**config.mk**
```make
export PLATFORM = sky130hd
export DESIGN_NAME = tone_player
export DESIGN_NICKNAME = d
export VERILOG_FILES = /design/src/rtl/tone_player.sv
export SDC_FILE = /design/constraint.sdc
export NUM_CORES = 1
export LEC_CHECK = 0
export CORE_ASPECT_RATIO = 1.2
export CORE_MARGIN = 5
export CORE_UTILIZATION = 35
export CTS_CLUSTER_SIZE = 24
export DETAILED_ROUTE_END_ITERATION = 16
export PLACE_DENSITY_LB_ADDON = 0.25
export SYNTH_ARGS = -nofsm -noshare
export SYNTH_HDL_FRONTEND = slang
export SYNTH_SLANG_ARGS = --single-unit
```
**constraint.sdc**
```tcl
create_clock -name clk -period 9.4 [get_ports clk]
set_input_delay 0.94 -clock clk [delete_from_list [all_inputs] [get_ports clk]]
set_output_delay 0.94 -clock clk [all_outputs]
set_load 0.005 [all_outputs]
```
**src/rtl/tone_player.sv**
```systemverilog
// tone_player: note request consumer driving the half-period ROM
// and a square-wave speaker output with a trailing silent gap.
module tone_player #(
  parameter int MS_TICKS = 50000,
  parameter int DUR_W    = 16,
  parameter int GAP_MS   = 10
) (
  input  logic             clk,
  input  logic             reset,
  input  logic             note_valid,
  output logic             note_ready,
  input  logic [3:0]       note_index,
  input  logic [DUR_W-1:0] note_dur_ms,
  input  logic             stop,
  output logic [3:0]       rom_address,
  input  logic [31:0]      rom_data,
  output logic             speaker,
  output logic             playing,
  output logic             done_pulse
);

  localparam int MSW = (MS_TICKS > 1) ? $clog2(MS_TICKS) : 1;
  localparam logic [MSW-1:0] MS_LAST = MSW'(MS_TICKS - 1);
  localparam logic [31:0] GAP_LAST = 32'(GAP_MS * MS_TICKS - 1);
  localparam logic [DUR_W-1:0] DUR_ONE = DUR_W'(1);

  typedef enum logic [1:0] {
    IDLE = 2'd0,
    LOAD = 2'd1,
    TONE = 2'd2,
    GAP  = 2'd3
  } state_t;

  state_t           state_q, state_d;
  logic [3:0]       addr_q, addr_d;
  logic [DUR_W-1:0] dur_q, dur_d;
  logic [31:0]      half_q, half_d;
  logic [31:0]      phase_q, phase_d;
  logic [MSW-1:0]   ms_q, ms_d;
  logic [31:0]      gap_q, gap_d;
  logic             spk_q, spk_d;
  logic             done_q, done_d;

  // Next-state logic: handshake, ROM latch, tone timing, gap, abort
  always_comb begin
    state_d = state_q;
    addr_d  = addr_q;
    dur_d   = dur_q;
    half_d  = half_q;
    phase_d = phase_q;
    ms_d    = ms_q;
    gap_d   = gap_q;
    spk_d   = spk_q;
    done_d  = 1'b0;
    unique case (state_q)
      IDLE: begin
        if (note_valid) begin
          addr_d  = note_index;
          dur_d   = note_dur_ms;
          state_d = LOAD;
        end
      end
      LOAD: begin
        half_d  = rom_data;
        phase_d = '0;
        ms_d    = '0;
        gap_d   = '0;
        spk_d   = 1'b0;
        if (dur_q == '0) begin
          state_d = IDLE;
          done_d  = 1'b1;
        end else begin
          state_d = TONE;
        end
      end
      TONE: begin
        if (half_q != '0) begin
          if (phase_q == half_q - 32'd1) begin
            phase_d = '0;
            spk_d   = ~spk_q;
          end else begin
            phase_d = phase_q + 32'd1;
          end
        end else begin
          spk_d = 1'b0;
        end
        if (ms_q == MS_LAST) begin
          ms_d = '0;
          if (dur_q != '0) begin
            dur_d = dur_q - DUR_ONE;
          end
          if (dur_q <= DUR_ONE) begin
            spk_d   = 1'b0;
            phase_d = '0;
            gap_d   = '0;
            if (GAP_MS == 0) begin
              state_d = IDLE;
              done_d  = 1'b1;
            end else begin
              state_d = GAP;
            end
          end
        end else begin
          ms_d = ms_q + MSW'(1);
        end
      end
      GAP: begin
        spk_d = 1'b0;
        if (gap_q == GAP_LAST) begin
          gap_d   = '0;
          state_d = IDLE;
          done_d  = 1'b1;
        end else begin
          gap_d = gap_q + 32'd1;
        end
      end
      default: state_d = IDLE;
    endcase
    if (stop && (state_q != IDLE)) begin
      state_d = IDLE;
      spk_d   = 1'b0;
      done_d  = 1'b0;
      dur_d   = '0;
      phase_d = '0;
      ms_d    = '0;
      gap_d   = '0;
    end
  end

  // State register with synchronous active-high reset
  always_ff @(posedge clk) begin
    if (reset) begin
      state_q <= IDLE;
      addr_q  <= '0;
      dur_q   <= '0;
      half_q  <= '0;
      phase_q <= '0;
      ms_q    <= '0;
      gap_q   <= '0;
      spk_q   <= 1'b0;
      done_q  <= 1'b0;
    end else begin
      state_q <= state_d;
      addr_q  <= addr_d;
      dur_q   <= dur_d;
      half_q  <= half_d;
      phase_q <= phase_d;
      ms_q    <= ms_d;
      gap_q   <= gap_d;
      spk_q   <= spk_d;
      done_q  <= done_d;
    end
  end

  assign note_ready  = (state_q == IDLE) && !reset;
  assign playing     = (state_q != IDLE);
  assign rom_address = addr_q;
  assign speaker     = spk_q;
  assign done_pulse  = done_q;

endmodule

```
==> impl_metrics.json <==
{
  "drt_iter0_markers": 523,
  "final_antenna_net_count": 0,
  "synth.distinct_cells": 73,
  "path_max_fanout": 32,
  "cts-buffers-inserted": 17,
  "synth_area_leaders": "dfxtp_1, nor2_1, xor2_1",
  "crit_type": "flip-flop to flip-flop",
  "drt_wl_total_um": 20200,
  "vdd_drop_max_uv": 130,
  "cts_tree": "built",
  "cts_root_buf": "clkbuf_16",
  "grt_pass1_vias": 6903,
  "cp.arrival_ns": 4.52,
  "syn_nets": 1037,
  "seqCellArea_um2": 2720,
  "row_count": 60,
  "cellPowerDensity_nw_per_um2": 209,
  "r2r_start": "half_q[0]$_SDFFE_PP0P_",
  "first_pass_iters": 5,
  "maxClockFrequency_ghz": 0.236,
  "coreArea_um2": 22300,
  "end_kind": "flip-flop",
  "cp_slowest_cell": "or4b_2",
  "max_stage_delay_ns": 0.63,
  "drive_above_1_share": 0.0602,
  "worstHoldPathType": "flip-flop to flip-flop",
  "p_leak_nw": 3.23,
  "p_seq_frac": 0.347,
  "cp.required_ns": 9.69,
  "tns_ns": 0,
  "area_growth_pct": 18.4,
  "grt_overflow": 0,
  "p_total_mw": 1.94,
  "syn_inst": 970,
  "grt_max_degree": 43,
  "dp_hpwl_um": 14100,
  "rsz0062_at_grt": "false",
  "netSwitchingFraction": 0.329,
  "numPortBuffers": 63,
  "drt-wirelength-per-cell_um": 15.6,
  "drc": 0,
  "clkPwrFrac": 0.362,
  "fin_worst_skew_ns": 0.00912,
  "setup_violations": 0,
  "cpMostUsedCell": "nand4_4",
  "syn_avg_cell_area_um2": 8.10,
  "synthArstFlopShare": 0,
  "fin_crit_ns": 4.24,
  "hold_viol": 0,
  "slew_viol_final": 0,
  "antenna_found_initial": 0,
  "htreeDepth": 4,
  "ys.flop_type": "dfxtp_1",
  "hold_buffers": 0,
  "crit_family": "simple AND/OR/NAND/NOR gates",
  "synth.largest_area_cell": "dfxtp_1",
  "synth_area_um2": 7860,
  "postCtsSetupBuffers": 0,
  "maxSlewHeadroom": 0.263,
  "synth_top_area_share": 0.346,
  "p_sw_mw": 0.639,
  "maxCapViolations": 0,
  "clock_latency_ns": 0.42,
  "cts_resized": 0,
  "chipHeight_um": 174,
  "initial_core_util": 0.353,
  "finalNetCount": 1069,
  "start_kind": "flip-flop",
  "period_share": 0.451,
  "fillCellCount": 2279,
  "worstSetupStartpoint": "half_q[0]$_SDFFE_PP0P_",
  "antenna_cells": 0,
  "routed-via-count": 7202,
  "die_width_um": 147,
  "pwr-share-comb": 0.292,
  "clk_path_buf_depth": 2,
  "path_cells": "inv_1 > ha_1 > nor3b_1 > nand3_1 > xnor2_1 > or4b_2 > nor4_1 > nand4_4 > nand4_4 > o311ai_1",
  "cts_sinks": 136,
  "synth_edf_count": 0,
  "ys_seq_area_frac": 0.346,
  "p_int_mw": 1.30,
  "synth-seq-cells": 136,
  "die-area_um2": 25600,
  "grt_pass1_wl_um": 34200,
  "grt_use_total": 0.160,
  "place_congestion": 0.905,
  "ys_warn_count": 0,
  "status": "completed",
  "path_buf_inv": 1,
  "io_pins": 64,
  "vias_per_cell": 5.57,
  "tightest_slew_ns": 1.10,
  "hold_start": "rom_address[1]$_SDFFE_PP0P_",
  "clk_pin_slew_ns": 0.06,
  "multi_input_area_um2": 4860
}
## Yosys cell counts, types with 3 or more instances
cell        n
dfxtp_1   136
nor2_1    126
nand2_1    88
nand3_1    62
xor2_1     48
clkbuf_1   43
mux2i_1    36
a21oi_1    35
nand4_1    28
xnor2_1    28
a22oi_1    25
and3_1     24
o21ai_0    24
nor3_1     22
nor4_1     22
inv_1      16
or3_1      16
o31ai_1    14
a211oi_1   12
ha_1       11
o2111a_1   10
and4_1      9
nand2b_1    9
o41ai_1     9
buf_1       8
o311ai_1    8
buf_2       7
a31oi_1     6
o22ai_1     6
or4_1       6
and2_1      5
nand4b_1    5
nor4b_1     5
o21ai_1     5
a21o_1      4
a41oi_1     3
nor3_2      3
nor4bb_1    3
## stage by stage
stage	area (µm²)	setup slack [ns]	std cells	utilization	hold slack, ns
after floorplan	7860	6.36	970	-	0.453
after global placement	8690	5.21	1262	0.390	0.445
after detailed placement	8690	5.19	1262	0.390	0.452
after CTS	9310	5.14	1293	0.417	0.462
after global routing	9310	4.90	1293	0.417	0.475
final	9310	5.16	1293	0.417	0.460
## final timing paths
path	end	slack, ns	cells past startpoint
max	phase_q[5]$_SDFFE_PP0P_	5.16	10
min	rom_address[1]$_SDFFE_PP0P_	0.46	2
max reg2reg	phase_q[5]$_SDFFE_PP0P_	5.16	10
min reg2reg	rom_address[1]$_SDFFE_PP0P_	0.46	2
## kinds of logic (layout without fill, tap and decap cells)
kind of cell / Yosys count / count (layout) / share of synthesized area
multiplexers: 37 / 37 / 0.0473
flip-flops: 136 / 136 / 0.346
adder cells (fa/ha/maj): 11 / 11 / 0.0175
buffers and inverters: 76 / 120 / 0.0384
AO/OA/AOI/OAI: 182 / 182 / 0.166
AND/OR/NAND/NOR: 452 / 452 / 0.300
XOR/XNOR: 76 / 76 / 0.0847
## final cells by class
type                            instances  share of cell area
Inverter                               16             0.00645
Clock inverter                          9              0.0159
Multi-Input combinational cell        758               0.522
Sequential cell                       136               0.293
Clock buffer                           22              0.0499
Tap cell                              279              0.0375
Timing Repair Buffer                   73              0.0758
## state kept, by name (all words and copies together), names as in the netlist, named ones only
| signal | flops |
|---|---|
| rom_address | 4 |
| ms_q | 16 |
| dur_q | 16 |
| phase_q | 32 |
| state_q | 1 |
| half_q | 32 |
| gap_q | 32 |
| speaker | 1 |
| done_pulse | 1 |
## worst reg2reg max path, cell delays in order, from the launching register on
cell and delay (ns):
dfxtp_1 0.37, inv_1 0.08, ha_1 0.31, nor3b_1 0.55
nand3_1 0.17, xnor2_1 0.15, or4b_2 0.63, nor4_1 0.54
nand4_4 0.58, nand4_4 0.58, o311ai_1 0.16
## power groups by stage
stage	Clock (mW)	Combinational [mW]	Sequential (mW)
floorplan	0	0.429	0.667
global placement	0	0.565	0.685
detailed placement	0	0.566	0.686
CTS	0.717	0.569	0.674
global route	0.744	0.629	0.682
finish	0.702	0.566	0.673
## layout by cell type (no fill, tap or decap), types with 4 or more instances in the layout
cell             netlist  routed
nor4b_1                5       5
buf_4                  2      10
mux2i_1               36      36
xor2_1                48      48
clkbuf_16              0      17
nand2_1               88      88
clkinv_2               0       4
a21oi_1               35      33
dfxtp_1              136     136
o311ai_1               8       8
a211oi_1              12      12
o21ai_1                5       5
bufinv_16              0       4
o2111a_1              10      10
a21o_1                 4       4
o41ai_1                9       8
nor4_1                22      22
o31ai_1               14      14
clkdlybuf4s50_1        0      63
ha_1                  11      10
o21ai_0               24      24
nand4b_1               5       5
and4_1                 9       9
nor3_1                22      22
a31oi_1                6       6
a22oi_1               25      25
nand3_1               62      62
or4_1                  6       6
and2_1                 5       5
nand2b_1               9       9
nor2_1               126     125
o22ai_1                6       6
xnor2_1               28      28
or3_1                 16      16
inv_1                 16      16
nand4_1               28      28
and3_1                24      24
## layer usage
metal	vias to the layer above	wire length [µm]	GRT usage
li1	3630	-	-
met1	3394	9160	0.203
met2	145	9830	0.267
met3	33	759	0.0342
met4	0	451	0.0561
met5	-	0	0
No activity file was read; power rests on OpenSTA's default activity.
